===== src/rtl/icw_ocw_sequencer.sv =====
// icw_ocw_sequencer: 8259A ICW/OCW write sequencer; define SEQ_ERROR_EN to build the sticky ignored-write flag
module icw_ocw_sequencer #(
  parameter logic [7:0] IMR_INIT = 8'h00,
  parameter logic READ_SEL_INIT = 1'b0
) (
  input  logic       clk,
  input  logic       rst_n,
  input  logic       wr_stb,
  input  logic       a0,
  input  logic [7:0] din,
  output logic       init_done,
  output logic [4:0] vector_base,
  output logic       ltim,
  output logic       sngl,
  output logic       ic4,
  output logic [7:0] cascade_cfg,
  output logic       aeoi,
  output logic       upm,
  output logic [1:0] buf_ms,
  output logic       sfnm,
  output logic [7:0] imr,
  output logic       ocw2_stb,
  output logic [2:0] ocw2_cmd,
  output logic [2:0] ocw2_level,
  output logic       read_sel,
  output logic       smm,
  output logic       poll_stb,
  output logic       seq_error
);
  typedef enum logic [2:0] {IDLE, WAIT_ICW2, WAIT_ICW3, WAIT_ICW4, READY} state_t;
  state_t state;
  logic icw1;
  assign icw1 = !a0 && din[4];
  always_ff @(posedge clk or negedge rst_n)
    if (!rst_n) begin
      state <= IDLE;
      init_done <= 1'b0;
      vector_base <= '0;
      ltim <= 1'b0;
      sngl <= 1'b0;
      ic4 <= 1'b0;
      cascade_cfg <= '0;
      aeoi <= 1'b0;
      upm <= 1'b0;
      buf_ms <= '0;
      sfnm <= 1'b0;
      imr <= IMR_INIT;
      ocw2_stb <= 1'b0;
      ocw2_cmd <= '0;
      ocw2_level <= '0;
      read_sel <= READ_SEL_INIT;
      smm <= 1'b0;
      poll_stb <= 1'b0;
    end else begin
      ocw2_stb <= 1'b0;
      poll_stb <= 1'b0;
      if (wr_stb && icw1) begin
        ltim <= din[3];
        sngl <= din[1];
        ic4 <= din[0];
        imr <= IMR_INIT;
        read_sel <= READ_SEL_INIT;
        smm <= 1'b0;
        aeoi <= 1'b0;
        upm <= 1'b0;
        sfnm <= 1'b0;
        buf_ms <= '0;
        init_done <= 1'b0;
        state <= WAIT_ICW2;
      end else if (wr_stb)
        case (state)
          WAIT_ICW2:
            if (a0) begin
              vector_base <= din[7:3];
              state <= !sngl ? WAIT_ICW3 : ic4 ? WAIT_ICW4 : READY;
              init_done <= sngl && !ic4;
            end
          WAIT_ICW3:
            if (a0) begin
              cascade_cfg <= din;
              state <= ic4 ? WAIT_ICW4 : READY;
              init_done <= !ic4;
            end
          WAIT_ICW4:
            if (a0) begin
              sfnm <= din[4];
              buf_ms <= din[3:2];
              aeoi <= din[1];
              upm <= din[0];
              state <= READY;
              init_done <= 1'b1;
            end
          READY:
            if (a0)
              imr <= din;
            else if (!din[3]) begin
              ocw2_cmd <= din[7:5];
              ocw2_level <= din[2:0];
              ocw2_stb <= 1'b1;
            end else begin
              read_sel <= din[1] ? din[0] : read_sel;
              smm <= din[6] ? din[5] : smm;
              poll_stb <= din[2];
            end
          default: ;
        endcase
    end
`ifdef SEQ_ERROR_EN
  logic ignored;
  assign ignored = wr_stb && !icw1 && (state == IDLE || (state != READY && !a0));
  always_ff @(posedge clk or negedge rst_n)
    if (!rst_n)
      seq_error <= 1'b0;
    else
      seq_error <= (wr_stb && icw1) ? 1'b0 : (seq_error || ignored);
`else
  assign seq_error = 1'b0;
`endif
endmodule


===== config.mk =====
export PLATFORM = sky130hd
export DESIGN_NAME = icw_ocw_sequencer
export DESIGN_NICKNAME = d
export VERILOG_FILES = /design/src/rtl/icw_ocw_sequencer.sv
export SDC_FILE = /design/constraint.sdc
export NUM_CORES = 1
export LEC_CHECK = 0
export BUFFER_PORTS_ARGS = -buffer_cell sky130_fd_sc_hd__buf_2
export CAP_MARGIN = 5
export CORE_MARGIN = 2
export CORE_UTILIZATION = 25
export CTS_CLUSTER_SIZE = 8
export DETAILED_ROUTE_END_ITERATION = 8
export GPL_TIMING_DRIVEN = 0
export PLACE_DENSITY = 0.46
export SKIP_LAST_GASP = 1
export SLEW_MARGIN = 20
export SYNTH_ARGS = -nofsm -noshare
export SYNTH_HDL_FRONTEND = slang
export SYNTH_SLANG_ARGS = --single-unit

===== constraint.sdc =====
create_clock -name clk -period 2.75 [get_ports clk]
set_input_delay 0.1375 -clock clk [delete_from_list [all_inputs] [get_ports clk]]
set_output_delay 0.1375 -clock clk [all_outputs]
set_load 0.005 [all_outputs]

==> key figures, run 1 <==
Timing
  • Fin crit share: 61.8%
  • RSZ-0062 raised after global routing: false
  • Final setup viols: 0
  • Final Hold Fails: 22
  • Final setup margin: 1.05 ns
  • Fmax: 0.588 GHz
  • Rel. slew slack: 37.3%
  • Post-layout min period: 1.70 ns
  • Clock Skews: 0.00805 ns
  • Worst Max-Slew Pin Slew: 0.941 ns
  • Final hold slack: -0.0179 ns
  • Setup TNS: 0 ns
  • Final Max Tran Viols: 0

Floorplanning
  • Initial Utilization: 25.8%
  • # IOs: 53
  • CORE AREA: 0.00721 mm^2
  • Die ar.: 0.00814 mm^2
  • Row Count: 31
  • Die Height: 90.2 um
  • Die Span X: 90.2 um

Routing
  • Final ANT Viol Nets: 0
  • Met2 wire len: 2.11 mm
  • Post-DR vias/cell: 4.41
  • DRC violations left: 0
  • Top Layer Used: met4
  • Average routed wire per standard cell: 14.8 um
  • Iteration-0 DRC Markers: 66
  • Via count: 1348
  • Detailed-route wire length: 4.54 mm
  • WL met3: 206 um
  • Met1 WL: 2.15 mm
  • First-pass detailed-route iteration total: 4

Final layout
  • Layout area overhead: 26.2%
  • Fillers: 758
  • Layout net count: 219
  • Antenna Diode Count: 0
  • Layout cell share with drive strength beyond 1: 45.4%
  • Finished layout cell area: 0.00235 mm^2
  • Multi-input logic area: 751 um^2
  • Seq. cell area: 0.00105 mm^2

Clock network
  • Clk slew on worst S/H paths: 0.08 ns
  • Resized Gates After CTS: 0
  • CTS Hold Bufs: 0
  • H-tree depth: 2
  • Root Driver: clkbuf_8
  • Clk sink count: 42
  • CTS buffer count: 5
  • Setup Buffers After CTS: 0
  • Clk_lat worst skew: 0.29 ns
  • CTS max path bufs: 2
  • CTS tree: yes

Worst setup path
  • Crit Path Class: reg2reg
  • R2r endpoint: cascade_cfg[7]
  • Crit Reg-Reg Startpoint: state[0]
  • CP endpoint kind: flip-flop
  • Worst setup SP type: flip-flop
  • Max incr delay on CP: 0.50 ns
  • FF-to-FF path depth: 4
  • Critical Path Fanout Max: 10
  • CP Cell Sequence: buf_4 -> nand3b_4 -> nor3b_4 -> mux2_2
  • Crit path required time: 2.93 ns
  • Critical path's slowest cell: nor3b_4
  • Crit path arrival time: 1.88 ns
  • R2r setup slk: 1.05 ns

Pwr
  • Maximum vdd drop: 0.000410 V
  • Pwr dens: 892 mW/mm^2
  • Total chip power: 2.09 mW
  • P_leak: 1.20 nW

Job
  • Max-cap violations: 0

Placed design
  • Buffers on Ports: 50
  • Final HPWL DP: 3.21 mm
  • Place WS: 1.02 ns
  • Placed cell areas: 0.00223 mm^2
  • GP Congestion: 0.701

Logic synthesis
  • Post-synthesis sequential area ratio: 56.5%
  • Cells after Synth: 150
  • Avg Inst Size Synth: 12.4 um^2
  • Syn nets: 162
  • Synth cell types: 31
  • Synth Register Bits: 42
  • Synth Warn #: 0
  • Post-Syn Area: 0.00186 mm^2

Outcome
  • Failing checks: hold timing
  • Status: complete, but fails checks

GRT
  • Initial antenna violation count: 0
  • Largest net degree at the start of global routing: 43
  • First-pass GRT wire length: 7.43 mm
  • Vias in the first global route: 1379
  • Grt total ovfl: 0
  • Aggregate global-route resource usage: 11.7%

Worst hold path
  • Hold Crit Class: in2async
[how the worst max path moves through the flow]
| stage | to | cells after the start | startpoint |
|---|---|---|---|
| after floorplan | cascade_cfg[0] | 4 | state[0] |
| after global placement | cascade_cfg[3] | 4 | state[0] |
| after detailed placement | cascade_cfg[3] | 4 | state[0] |
| after CTS | cascade_cfg[3] | 4 | state[0] |
| after global routing | cascade_cfg[4] | 4 | state[0] |
| final | cascade_cfg[7] | 4 | state[0] |
[cell usage in the layout (no fill, tap or decap), types with 3 or more instances in the layout]
cell type / instances
a21oi_1: 5
buf_2: 54
buf_4: 3
clkbuf_1: 3
clkbuf_8: 6
dfrtp_1: 42
mux2_2: 22
nand2_1: 13
nand2b_1: 6
nand3_1: 14
nand4b_1: 3
o21ai_0: 8
[layer usage]
metal | global-route usage [%] | vias up
met3 | 2.77 | 6
met1 | 16.4 | 661
met2 | 17.6 | 37
li1 | - | 644
met5 | 0 | -
met4 | 4.23 | 0
[state kept, by name, indices dropped and copies added, names as in the netlist]
register and flops:
state 3, ocw2_cmd 3, cascade_cfg 8, smm 1
buf_ms 2, poll_stb 1, ic4 1, sfnm 1
ltim 1, ocw2_stb 1, upm 1, read_sel 1
imr 8, sngl 1, aeoi 1, vector_base 5
ocw2_level 3
[critical path, delay by kind of cell (launching register included)]
family,cells,cell delay [ns]
and+or+nand+nor,2,0.66
buffers and inverters,1,0.17
muxes,1,0.39
DFF,1,0.38
[through the flow]
stage	std cells	utilization, %
finish	306	32.5
global route	306	32.5
CTS	306	32.5
detailed placement	299	31.0
global placement	299	31.0
floorplan	150	-
[final cells by class]
type	count	area share, %
inverters	1	0.160
plain buffers	10	2.29
repair buffers	50	10.7
clock inverters	1	1.28
multi-input cells	97	32.0
well taps	99	5.28
clock buffers	6	3.52
flip-flops and latches	42	44.8
[cell usage after synthesis]
master     n  area share [%]
nor3b_4    1             1.0
nand4b_1   3             1.4
conb_1     1            0.20
dfrtp_1   42              57
o221ai_1   1            0.47
nand3_1   14             3.8
a21bo_2    2             1.1
nor2b_1    1            0.34
o221a_2    1            0.61
mux2i_1    2             1.1
inv_1      1            0.20
nand2_1   13             2.6
and2_0     1            0.34
a21oi_1    5             1.3
and4_1     2            0.94
and4b_1    1            0.54
a21boi_0   1            0.40
and4bb_4   1            0.88
buf_2      4             1.1
a21o_1     2            0.81
buf_4      3             1.2
o21ai_0    8             2.2
a32o_1     2             1.1
nor3_2     1            0.54
nor3_1     1            0.27
nand3b_4   2             2.2
nand2b_1   6             2.0
mux2_2    22              13
clkbuf_1   3            0.61
nor2_1     1            0.20
nand3b_1   2            0.81
[power breakdown]
part | internal [mW] | switching (mW)
clock network | 0.291 | 0.208
registers | 0.829 | 0.119
logic | 0.359 | 0.287
total | 1.48 | 0.614
[kinds of logic after synthesis]
group / after synthesis / synth area share, %
flops: 42 / 56.5
mux: 24 / 14.4
other cells: 1 / 0.202
buf+inv: 11 / 3.10
simple gates: 50 / 17.8
compound gates: 22 / 7.94
Note: power is estimated with default switching activity, not from simulation.
==> run 2, diff against run 1 <==
Settings changed: ABC_AREA from default to 1, PLACE_DENSITY 0.46 to 0.47.
Clock period 2.75 ns to 1.65 ns, I/O delays scaled along.
==> key figures, run 2 <==
Clock network
  • Clk sink count: 42
  • Root Driver: clkbuf_8
  • CTS Hold Bufs: 1
  • Clk slew on worst S/H paths: 0.08 ns
  • Setup Buffers After CTS: 0
  • Clk_lat worst skew: 0.30 ns
  • H-tree depth: 2
  • CTS buffer count: 5
  • CTS max path bufs: 2
  • CTS tree: yes
  • Resized Gates After CTS: 0

Routing
  • Detailed-route wire length: 4.51 mm
  • Final ANT Viol Nets: 0
  • DRC violations left: 0
  • Post-DR vias/cell: 4.29
  • Via count: 1517
  • WL met3: 309 um
  • Top Layer Used: met4
  • First-pass detailed-route iteration total: 4
  • Met1 WL: 2.20 mm
  • Met2 wire len: 1.92 mm
  • Average routed wire per standard cell: 12.7 um
  • Iteration-0 DRC Markers: 61

Pwr
  • Net Sw Power: 1.18 mW
  • Sw frac: 34.6%
  • Pwr dens: 1500 mW/mm^2
  • P_leak: 1.25 nW
  • Pint: 2.23 mW
  • Comb pwr share: 31.0%
  • Maximum vdd drop: 0.000442 V
  • Total chip power: 3.41 mW
  • Sequential power share: 48.2%
  • Clock power frac: 20.8%

Timing
  • Post-layout min period: 1.38 ns
  • Clock Skews: 0.00389 ns
  • Setup TNS: 0 ns
  • Worst Max-Slew Pin Slew: 0.950 ns
  • Fmax: 0.726 GHz
  • RSZ-0062 raised after global routing: false
  • Rel. slew slack: 36.7%
  • Final Max Tran Viols: 0
  • Final Hold Fails: 0
  • Fin crit share: 83.4%
  • Final setup viols: 0

Worst setup path
  • Crit Path Class: reg2reg
  • Critical Path Fanout Max: 6
  • Crit path required time: 1.84 ns
  • FF-to-FF path depth: 7
  • Worst setup SP type: flip-flop
  • Crit path arrival time: 1.57 ns
  • R2r setup slk: 0.27 ns
  • Crit path from: state[2]
  • CP endpoint kind: flip-flop
  • Crit Reg-Reg Startpoint: state[2]
  • R2r endpoint: buf_ms[1]
  • CP endpoint: buf_ms[1]

Final layout
  • Fillers: 763
  • Layout area overhead: 26.8%
  • Layout cell share with drive strength beyond 1: 30.6%
  • Top Registers: cascade_cfg (8), imr (8), vector_base (5)
  • Commonest non-fill, non-tap cell in the layout: nand2_1
  • Antenna Diode Count: 0
  • Layout net count: 269
  • Most frequent cells in the layout: nand2_1 (60), buf_2 (52), dfrtp_1 (42)

Logic synthesis
  • Most instantiated cells after synthesis: nand2_1 (60), dfrtp_1 (42), o21ai_0 (24)
  • Post-Syn Area: 0.00180 mm^2
  • Avg Inst Size Synth: 9.07 um^2
  • Post-synth ARST share: 100%
  • Post-synthesis sequential area ratio: 58.5%
  • Synth Warn #: 0
  • Synth Register Bits: 42
  • Syn nets: 210
  • Share of Yosys cell area claimed by the top area cell type: 58.5%
  • Top-count cell post-synth: nand2_1
  • Top area cells in the synthesized netlist: dfrtp_1 (59%), nand2_1 (13%), o21ai_0 (6.7%)
  • Yosys top cell by area: dfrtp_1
  • EDFF count, synth: 0
  • Cells after Synth: 198
  • Synth cell types: 19
  • Top_reg_cell synth: dfrtp_1

Floorplanning
  • CORE AREA: 0.00687 mm^2
  • Die ar.: 0.00788 mm^2
  • Die Height: 88.7 um
  • Initial Utilization: 26.1%
  • Row Count: 30
  • Die Span X: 88.7 um
  • # IOs: 53

Worst hold path
  • Hold Crit Class: in2reg

GRT
  • Aggregate global-route resource usage: 12.4%
  • Vias in the first global route: 1450
  • Initial antenna violation count: 0
  • First-pass GRT wire length: 7.37 mm
  • Grt total ovfl: 0
  • Largest net degree at the start of global routing: 43

Outcome
  • Status: finished, final reports clean

Job
  • Max-cap violations: 0

Placed design
  • Final HPWL DP: 3.33 mm
  • GP Congestion: 0.809
  • Buffers on Ports: 51
[run 2: changes by cell type after synthesis, sizes merged, moves of 3 or more]
| cell | delta |
|---|---|
| nand3b | -4 |
| nor2 | +15 |
| nand4 | +3 |
| mux2 | -22 |
| clkbuf | -3 |
| nand2b | -6 |
| a21oi | -3 |
| nand2 | +51 |
| o21ai | +23 |
| inv | +18 |
| nand4b | -3 |
[run 2: final cells by class]
cell class / instances / area, um^2 / share of cell area (%)
Buffer: 5 / 42.5 / 1.87
Clock buffer: 6 / 82.6 / 3.63
Sequential cell: 42 / 1050 / 46.2
Multi-Input combinational cell: 132 / 631 / 27.7
Clock inverter: 2 / 12.5 / 0.550
Timing Repair Buffer: 52 / 265 / 11.7
Inverter: 19 / 71.3 / 3.13
Tap cell: 96 / 120 / 5.28
[run 2: metal layers]
metal	vias up	track usage (%)
met5	-	0
met4	0	4.68
met3	10	3.64
met2	52	17.0
met1	707	18.3
li1	748	-
[run 2: worst min-delay path by stage]
stage	from	to	slack (ns)	depth (start not counted)
floorplan	rst_n	aeoi	-0.21	0
global placement	rst_n	cascade_cfg[0]	0.29	1
detailed placement	rst_n	ocw2_stb	0.30	1
CTS	din[6]	imr[6]	0.03	3
global route	din[6]	imr[6]	0.04	3
finish	din[6]	imr[6]	0.03	3
[run 2: kinds of logic (layout without fill, tap and decap cells)]
logic type | Yosys count | count (layout) | synth area share [%]
flops | 42 | 42 | 58.5
buf+inv | 24 | 84 | 6.34
compound gates | 33 | 33 | 10.5
simple gates | 98 | 98 | 24.5
other cells | 1 | 1 | 0.209
[run 2: power by group through the flow]
stage	clock network (mW)	registers, mW	logic [mW]
global placement	0	1.66	1.07
finish	0.710	1.64	1.06
floorplan	0	1.68	0.532
CTS	0.735	1.65	1.08
detailed placement	0	1.66	1.08
global route	0.770	1.70	1.23
[run 2: per-stage QoR]
| stage | hold WS (ns) | util, % | std cells | worst slack [ns] | cell area (um^2) |
|---|---|---|---|---|---|
| CTS | 0.0259 | 33.1 | 354 | 0.265 | 2280 |
| detailed placement | 0.296 | 31.6 | 345 | 0.273 | 2170 |
| global placement | 0.289 | 31.6 | 345 | 0.286 | 2170 |
| finish | 0.0294 | 33.1 | 354 | 0.273 | 2280 |
| floorplan | -0.213 | - | 198 | 0.429 | 1800 |
| global route | 0.0392 | 33.1 | 354 | 0.104 | 2280 |
[run 2: critical path, cell delays in order (launching register included)]
cell     delay (ns)
dfrtp_1        0.47
inv_1          0.12
nand2_1        0.12
nor2_1         0.05
nand2_1        0.16
nand2_1        0.18
nor2_1         0.13
nor2_1         0.05
